## config.mk

```make
export PLATFORM = sky130hd
export DESIGN_NAME = dco_lock_ctrl
export DESIGN_NICKNAME = d
export VERILOG_FILES = /design/src/rtl/dco_lock_ctrl.sv
export SDC_FILE = /design/constraint.sdc
export NUM_CORES = 1
export LEC_CHECK = 0
export CAP_MARGIN = 20
export CORE_UTILIZATION = 33
export DETAILED_ROUTE_END_ITERATION = 7
export PLACE_DENSITY = 0.6
export SYNTH_ARGS = -nofsm -noshare
export SYNTH_HDL_FRONTEND = slang
export SYNTH_SLANG_ARGS = --single-unit
```

## constraint.sdc

```tcl
create_clock -name clk -period 5.45 [get_ports clk]
set_input_delay 1.09 -clock clk [delete_from_list [all_inputs] [get_ports clk]]
set_output_delay 1.09 -clock clk [all_outputs]
set_load 0.02 [all_outputs]
```

## src/rtl/dco_lock_ctrl.sv

```systemverilog
// dco_lock_ctrl: steps the DCO setting one notch at a time until the rising-edge
// count of dco_fb over a fixed window lands within target +/- tol.
module dco_lock_ctrl #(
  parameter int WINDOW    = 256,
  parameter int SETTLE    = 64,
  parameter int CNT_W     = 8,
  parameter int START_SEL = 4
) (
  input  logic             clk,
  input  logic             rst_n,
  input  logic             start,
  input  logic             abort,
  input  logic [CNT_W-1:0] target,
  input  logic [3:0]       tol,
  input  logic             dco_fb,
  output logic [7:0]       dco_code,
  output logic             busy,
  output logic             locked,
  output logic             fail,
  output logic [CNT_W-1:0] meas_count,
  output logic             meas_valid
);
  localparam int CW = CNT_W + 1;
  localparam logic [3:0] START = 4'(START_SEL);
  localparam logic [15:0] SETTLE_LAST = 16'(SETTLE - 1);
  localparam logic [15:0] WIN_LAST = 16'(WINDOW - 1);
  localparam logic [CNT_W-1:0] CNT_MAX = '1;
  typedef enum logic [2:0] {S_IDLE, S_APPLY, S_SETTLE, S_MEAS, S_EVAL, S_LOCKED, S_FAIL} state_t;
  typedef enum logic [1:0] {DIR_NONE, DIR_SLOWER, DIR_FASTER} dir_t;
  state_t state_q, state_d;
  dir_t dir_q, dir_d;
  logic [3:0] sel_q, sel_d;
  logic [7:0] code_q, code_d;
  logic [15:0] tmr_q, tmr_d;
  logic [CNT_W-1:0] ecnt_q, ecnt_d, ecnt_inc, meas_count_q, meas_count_d;
  logic meas_valid_q, meas_valid_d, fb_q, rise;
  logic [CW-1:0] hi, lo, m9, t9, tl9;
  logic slower, faster, out_of_range, reversal;
  function automatic logic [7:0] map(input logic [3:0] k);
    return k[3] ? 8'h00 : 8'h01 << k[2:0];
  endfunction
  assign rise = dco_fb & ~fb_q;
  assign ecnt_inc = (rise && ecnt_q != CNT_MAX) ? ecnt_q + CNT_W'(1) : ecnt_q;
  // window limits in one extra bit so target+tol cannot wrap
  assign t9 = {1'b0, target};
  assign tl9 = CW'(tol);
  assign m9 = {1'b0, meas_count_q};
  assign hi = t9 + tl9;
  assign lo = t9 >= tl9 ? t9 - tl9 : '0;
  assign slower = m9 > hi;
  assign faster = m9 < lo;
  assign out_of_range = (slower && sel_q == 4'd8) || (faster && sel_q == 4'd0);
  assign reversal = (slower && dir_q == DIR_FASTER) || (faster && dir_q == DIR_SLOWER);
  always_comb begin
    state_d = state_q;
    sel_d = sel_q;
    dir_d = dir_q;
    tmr_d = tmr_q;
    ecnt_d = ecnt_q;
    meas_count_d = meas_count_q;
    meas_valid_d = 1'b0;
    if (abort) begin
      state_d = S_IDLE;
      tmr_d = '0;
      ecnt_d = '0;
    end else begin
      case (state_q)
        S_IDLE, S_LOCKED, S_FAIL: if (start) begin
          state_d = S_APPLY;
          sel_d = START;
          dir_d = DIR_NONE;
        end
        S_APPLY: begin
          state_d = S_SETTLE;
          tmr_d = '0;
        end
        S_SETTLE: begin
          tmr_d = tmr_q == SETTLE_LAST ? '0 : tmr_q + 16'd1;
          ecnt_d = '0;
          state_d = tmr_q == SETTLE_LAST ? S_MEAS : S_SETTLE;
        end
        S_MEAS: if (tmr_q == WIN_LAST) begin
          meas_count_d = ecnt_inc;
          meas_valid_d = 1'b1;
          tmr_d = '0;
          ecnt_d = '0;
          state_d = S_EVAL;
        end else begin
          ecnt_d = ecnt_inc;
          tmr_d = tmr_q + 16'd1;
        end
        S_EVAL: if (!slower && !faster) state_d = S_LOCKED;
        else if (out_of_range || reversal) state_d = S_FAIL;
        else begin
          sel_d = slower ? sel_q + 4'd1 : sel_q - 4'd1;
          dir_d = slower ? DIR_SLOWER : DIR_FASTER;
          state_d = S_APPLY;
        end
        default: state_d = S_IDLE;
      endcase
    end
    code_d = map(sel_d);
  end
  always_ff @(posedge clk or negedge rst_n) begin
    if (!rst_n) begin
      state_q <= S_IDLE;
      sel_q <= START;
      dir_q <= DIR_NONE;
      code_q <= map(START);
      tmr_q <= '0;
      ecnt_q <= '0;
      meas_count_q <= '0;
      meas_valid_q <= 1'b0;
      fb_q <= 1'b0;
    end else begin
      state_q <= state_d;
      sel_q <= sel_d;
      dir_q <= dir_d;
      code_q <= code_d;
      tmr_q <= tmr_d;
      ecnt_q <= ecnt_d;
      meas_count_q <= meas_count_d;
      meas_valid_q <= meas_valid_d;
      fb_q <= dco_fb;
    end
  end
  assign dco_code = code_q;
  assign busy = state_q inside {S_APPLY, S_SETTLE, S_MEAS, S_EVAL};
  assign locked = state_q == S_LOCKED;
  assign fail = state_q == S_FAIL;
  assign meas_count = meas_count_q;
  assign meas_valid = meas_valid_q;
endmodule

```

==> results of run 1 <==
worst paths after layout:
| check | start | endpoint | slack (ps) | cells past startpoint |
|---|---|---|---|---|
| setup / recovery | tol[0] | dco_code[7] | 450 | 20 |
| hold reg to reg | tmr_q[15] | tmr_q[15] | 500 | 1 |
| hold / removal | tmr_q[15] | tmr_q[15] | 500 | 1 |
| min in group asynchronous | rst_n | meas_count[3] | 900 | 2 |
| max in group asynchronous | rst_n | meas_count[0] | 4130 | 2 |
| setup reg to reg | meas_count[2] | dco_code[7] | 2260 | 13 |
registers in the layout (all words and copies together), names as in the netlist, 2 cells and up:
name        count
dco_code        8
dir_q           2
ecnt_q          8
meas_count      8
sel_q           4
state_q         3
tmr_q          16
per-layer routing:
layer | global-route usage, % | share of wire (%)
met5 | 0 | 0
met4 | 2.35 | 0.29
met3 | 2.18 | 3.9
met2 | 24.3 | 47
met1 | 20.6 | 49
metrics by stage:
| step | std cells | util (%) | instance area (um^2) |
|---|---|---|---|
| 3_3_place_gp | 574 | 38.0 | 4140 |
| 6_report | 583 | 39.3 | 4280 |
| 5_1_grt | 583 | 39.3 | 4280 |
| 3_5_place_dp | 574 | 38.0 | 4140 |
| 4_1_cts | 582 | 39.2 | 4270 |
| 2_1_floorplan | 414 | - | 3690 |
cells in the mapped netlist, types with 2 or more instances:
cell,count
a21o_1,2
a21oi_1,28
a221oi_2,2
a22o_1,2
a31oi_1,3
a32oi_1,4
and2_1,2
and3_1,9
buf_4,3
buf_6,2
clkbuf_1,11
dfrtp_1,49
dfstp_2,2
fa_1,3
ha_1,27
inv_1,20
mux2i_1,3
nand2_1,39
nand2b_1,4
nand3_1,15
nand4_1,7
nor2_1,41
nor2b_1,4
nor3_1,9
nor3_2,4
nor3b_2,5
nor4_1,2
o21a_1,3
o21ai_0,38
o21ai_1,2
o21bai_1,3
o2bb2ai_1,3
o31ai_1,5
o41ai_1,3
or2b_1,2
or4_1,3
xnor2_1,12
xor2_1,11
cells by family (layout without fill, tap and decap cells):
kind of cell | Yosys count | count (layout) | synth area share (%)
simple gates | 155 | 155 | 22.5
compound gates | 114 | 114 | 21.2
flops | 51 | 51 | 34.6
buf+inv | 38 | 67 | 4.64
fa+ha+maj | 30 | 30 | 10.8
xor+xnor | 23 | 23 | 5.46
mux | 3 | 3 | 0.814
area by class of cell:
class / count / area [um^2] / area share, %
multi-input combinational: 325 / 2240 / 52.4
sequential: 51 / 1280 / 29.9
timing repair buffer: 39 / 378 / 8.83
tap: 140 / 175 / 4.09
inverter: 20 / 75.1 / 1.75
clock buffer: 6 / 72.6 / 1.70
clock inverter: 2 / 60.1 / 1.40
power by group through the flow:
stage / combinational, mW / clock (mW) / sequential, mW
final: 0.466 / 0.309 / 0.463
after floorplan: 0.355 / 0 / 0.454
after global placement: 0.456 / 0 / 0.469
after detailed placement: 0.461 / 0 / 0.468
after CTS: 0.466 / 0.320 / 0.462
after global routing: 0.522 / 0.333 / 0.469
==> summary.txt, run 1 <==
Timing
  • Worst clock skew: 13.5 ps
  • Slew margin rel.: 35.7%
  • Hold Slack: 505 ps
  • Slew Limit Fails: 0
  • Unrepaired setup endpoints after global routing: no
  • Hold Fails Final Rpt: 0
  • Setup Viol. Count Final: 0
  • Final min period: 5000 ps
  • Setup_tns: 0 ps
  • Worst Slack Setup Final: 451 ps
  • Worst slew pin tran: 961 ps
  • Period utilization: 91.7%
  • Max Clk Rate: 200 MHz

Placed design
  • Final GP Congestion: 0.831
  • Pre-CTS setup slack: 146 ps
  • DP HPWL: 6050 um
  • Port buffer count: 36

Synth
  • Syn Std Cell Area: 3690 um^2
  • Avg Cell Area, Syn: 8.92 um^2
  • Number of library cell types mapped by synthesis: 65
  • Top FF cell, synth: dfrtp_1
  • Yosys reg bits: 51
  • Seq/Total Area, Yosys: 34.6%
  • Async SR Flop Fraction: 100%
  • Post-Synthesis Cells: 414
  • Area leader, netlist: dfrtp_1
  • Synth area leaders: dfrtp_1 33%, ha_1 9.2%, o21ai_0 5.2%
  • Post-synth EDFFs: 0
  • Yosys top cell area share: 33.2%
  • Synth warnings: 0
  • Syn_nets: 461

Floorplanning
  • Die area: 11600 um^2
  • DIE HEIGHT: 108 um
  • # IOs: 37
  • Initial Util: 33.9%
  • Row count: 38
  • Core box area: 10900 um^2
  • Die X-Extent: 108 um

Clocking
  • Post-CTS setup buffer count: 0
  • Clk buf depth: 2
  • Htree depth: 2
  • Hold-fix buffers at CTS: 0
  • Post-CTS Resized: 0
  • Clk sink count: 51
  • CTS root buffer: clkbuf_8
  • CTS tree: built
  • Cts bufs inserted: 5
  • Clk Latency, worst-skew pair: 300 ps
  • Worst-path clk slew: 100 ps

Critical path
  • Worst path bufs/invs: 3
  • Crit path required time: 5620 ps
  • Setup crit end kind: flop
  • Worst path top cell family by delay: compound AO/OA/AOI/OAI gates
  • Crit path arrival time: 5170 ps
  • Slowest stage cell, crit path: clkdlybuf4s50_1
  • CP max FO: 9
  • Crit path kind: primary input to flop
  • CP Cell Sequence: clkdlybuf4s50_1 > ha_1 > inv_1 > fa_1 > o21bai_1 > a21oi_1 > xor2_1 > ha_1 > and4_1 > a221oi_2 > o21ai_1 > and2_1 > inv_1 > ha_1 > a21o_1 > a21oi_1 > xor2_1 > nand2_1 > o221ai_4 > nor3b_2
  • Most common cell on crit path: ha_1
  • Worst setup SP type: primary input
  • CP max stage delay: 490 ps

Finish
  • Layout cells sized above 1: 8.35%
  • # diodes: 0
  • Synth-to-Final Area Change: 16.0%
  • Fill cells: 1117
  • Commonest non-fill, non-tap cell in the layout: dfrtp_1
  • Most frequent cells in the layout: 49 x dfrtp_1, 41 x nor2_1, 39 x nand2_1
  • Final nets: 489

Detailed routing
  • DR vias/cell: 5.22
  • Detailed-route DRC error count: 0
  • Post-Route WL: 8220 um
  • Routed WL per cell: 14.1 um
  • DRT Pass-1 Iters: 4
  • Iter 0 DRT Violations: 168
  • Post-DRT Antenna Nets: 0
  • Total number of vias: 3046

Power
  • Power per Cell Area: 289 nW/um^2
  • Max VDD drop: 0.216 mV
  • Switching power: 0.444 mW
  • Int Pwr: 0.793 mW
  • Tot Pwr: 1.24 mW
  • P_leak: 1.85 nW
  • Seq pwr share: 37.4%
  • Logic pwr share: 37.7%
  • Clock share of power: 24.9%
  • Sw Share: 35.9%

Global routing
  • Vias in the first global route: 2911
  • Aggregate global routing overflow: 0
  • Largest net degree at the start of global routing: 52
  • Initial antenna violation count: 0
  • Global-route wire length before repair: 13900 um
  • GRT Util Overall: 14.7%

Hold path
  • Hold Path Class: flop to flop

Run
  • Number of max-cap violations: 0

Outcome
  • Status: completed
Power figures use the tool's default switching activity.
==> run 2, diff against run 1 <==
--- a/config.mk
+++ b/config.mk
@@ -6,9 +6,10 @@
 export NUM_CORES = 1
 export LEC_CHECK = 0
 export CAP_MARGIN = 20
-export CORE_UTILIZATION = 33
+export CORE_UTILIZATION = 60
 export DETAILED_ROUTE_END_ITERATION = 7
-export PLACE_DENSITY = 0.6
+export PLACE_DENSITY = 0.92
+export SKIP_LAST_GASP = 1
 export SYNTH_ARGS = -nofsm -noshare
 export SYNTH_HDL_FRONTEND = slang
 export SYNTH_SLANG_ARGS = --single-unit
==> summary.txt, run 2 (synthesis results as in run 1) <==
Timing
  • Worst slew pin tran: 988 ps
  • Slew margin rel.: 33.7%
  • Setup_tns: 0 ps
  • Period utilization: 92.4%
  • Slew Limit Fails: 0
  • Max Clk Rate: 199 MHz
  • Final min period: 5040 ps
  • Worst Slack Setup Final: 414 ps
  • Worst clock skew: 4.98 ps
  • Hold Fails Final Rpt: 0
  • Unrepaired setup endpoints after global routing: no
  • Setup Viol. Count Final: 0

Clocking
  • CTS root buffer: clkbuf_8
  • Post-CTS Resized: 0
  • Clk Latency, worst-skew pair: 300 ps
  • Clk sink count: 51
  • Worst-path clk slew: 100 ps
  • Hold-fix buffers at CTS: 0
  • Cts bufs inserted: 5
  • Htree depth: 2
  • CTS tree: built
  • Post-CTS setup buffer count: 0
  • Clk buf depth: 2

Hold path
  • Hold Path Class: flop to flop

Power
  • Clock share of power: 25.6%
  • P_leak: 1.85 nW
  • Seq pwr share: 36.9%
  • Sw Share: 36.3%
  • Switching power: 0.453 mW
  • Logic pwr share: 37.4%
  • Max VDD drop: 0.282 mV
  • Power per Cell Area: 297 nW/um^2
  • Int Pwr: 0.796 mW

Critical path
  • Setup crit end kind: flop
  • Slowest stage cell, crit path: clkdlybuf4s50_1
  • Crit path kind: primary input to flop
  • Worst path bufs/invs: 3
  • Crit path required time: 5630 ps
  • CP Cell Sequence: clkdlybuf4s50_1 > ha_1 > inv_1 > fa_1 > o21bai_1 > a21oi_1 > xor2_1 > ha_1 > and4_1 > a221oi_2 > o21ai_1 > and2_1 > inv_1 > ha_1 > a21o_1 > a21oi_1 > xor2_1 > nand2_1 > o221ai_4 > nor3_2
  • Crit path arrival time: 5210 ps
  • CP max stage delay: 490 ps
  • CP max FO: 9
  • Worst setup SP type: primary input
  • Most common cell on crit path: ha_1
  • Worst path top cell family by delay: compound AO/OA/AOI/OAI gates

Placed design
  • Inst Count DP: 508
  • Port buffer count: 36
  • DP HPWL: 5980 um
  • Final GP Congestion: 0.856
  • Placement Cell Area: 4050 um^2
  • Pre-CTS setup slack: 94.8 ps

Floorplanning
  • # IOs: 37
  • Die X-Extent: 80.4 um
  • Initial Util: 62.3%
  • Die area: 6470 um^2
  • DIE HEIGHT: 80.4 um
  • Core box area: 5920 um^2
  • Row count: 28

Global routing
  • Global-route wire length before repair: 13300 um
  • Initial antenna violation count: 0
  • Aggregate global routing overflow: 0
  • Largest net degree at the start of global routing: 52
  • GRT Util Overall: 26.3%
  • Vias in the first global route: 3004

Run
  • Number of max-cap violations: 0

Detailed routing
  • Post-DRT Antenna Nets: 0
  • Total number of vias: 3147
  • Routed WL per cell: 15.5 um
  • Post-Route WL: 8020 um
  • Detailed-route DRC error count: 0
  • DR vias/cell: 6.09
  • DRT Pass-1 Iters: 7
  • Iter 0 DRT Violations: 200

Finish
  • Synth-to-Final Area Change: 14.1%
  • Final nets: 488
  • Largest register FFs: 16
  • Most frequent cells in the layout: 49 x dfrtp_1, 41 x nor2_1, 39 x nand2_1
  • Fin cells: 517
  • Largest Register: tmr_q
  • Commonest non-fill, non-tap cell in the layout: dfrtp_1
  • Layout cells sized above 1: 8.37%
  • # diodes: 0
  • Final Cell Area: 4210 um^2

Outcome
  • Status: completed
## run 2: cell types whose count changed in the layout (fill, tap and decap cells not counted)
cell / delta
buf_12: +1
buf_4: -2
clkbuf_1: -1
inv_8: +1
## run 2: per-layer routing
| metal | up-vias | routed length, um | share of wire, % | global-route usage [%] |
|---|---|---|---|---|
| met5 | - | 0 | 0 | 0 |
| met4 | 0 | 121 | 1.5 | 6.96 |
| met3 | 13 | 342 | 4.3 | 4.66 |
| met2 | 82 | 4000 | 50 | 46.1 |
| met1 | 1513 | 3550 | 44 | 33.2 |
| li1 | 1539 | - | - | - |
## run 2: worst paths after layout
check,start,endpoint,slack [ps],cells past startpoint
worst max-delay path,tol[0],dco_code[1],410,20
min in group asynchronous,rst_n,tmr_q[14],680,1
worst min-delay path,dir_q[1],dir_q[1],500,2
max in group asynchronous,rst_n,dco_code[4],4180,2
worst min register to register,dir_q[1],dir_q[1],500,2
worst max register to register,meas_count[2],dco_code[1],2230,13
## run 2: worst reg2reg max path, stage by stage (launching register included)
cell and delay, ps:
dfrtp_1 440, ha_1 320, a211o_1 310, a221oi_2 220, o21ai_1 120, and2_1 160, inv_1 100, ha_1 240
a21o_1 180, a21oi_1 160, xor2_1 210, nand2_1 130, o221ai_4 400, nor3_2 100
## run 2: power groups by stage
| stage | sequential (mW) | combinational (mW) | clock [mW] |
|---|---|---|---|
| 2_1_floorplan | 0.454 | 0.355 | 0 |
| 3_3_place_gp | 0.466 | 0.443 | 0 |
| 3_5_place_dp | 0.467 | 0.462 | 0 |
| 4_1_cts | 0.460 | 0.466 | 0.325 |
| 5_1_grt | 0.469 | 0.521 | 0.338 |
| 6_report | 0.461 | 0.468 | 0.321 |
## run 2: per-stage QoR
step	utilization, %	power [mW]	hold WS, ps
5_1_grt	71.1	1.33	529
4_1_cts	70.8	1.25	501
2_1_floorplan	-	0.809	449
6_report	71.1	1.25	495
3_3_place_gp	68.4	0.909	475
3_5_place_dp	68.4	0.929	478
## run 2: area by class of cell
type | count | area (um^2)
multi-input cells | 325 | 2240
fillers | 444 | 1710
flip-flops and latches | 51 | 1280
repair buffers | 38 | 383
well taps | 75 | 93.8
inverters | 20 | 75.1
clock inverters | 3 | 71.3
clock buffers | 5 | 68.8
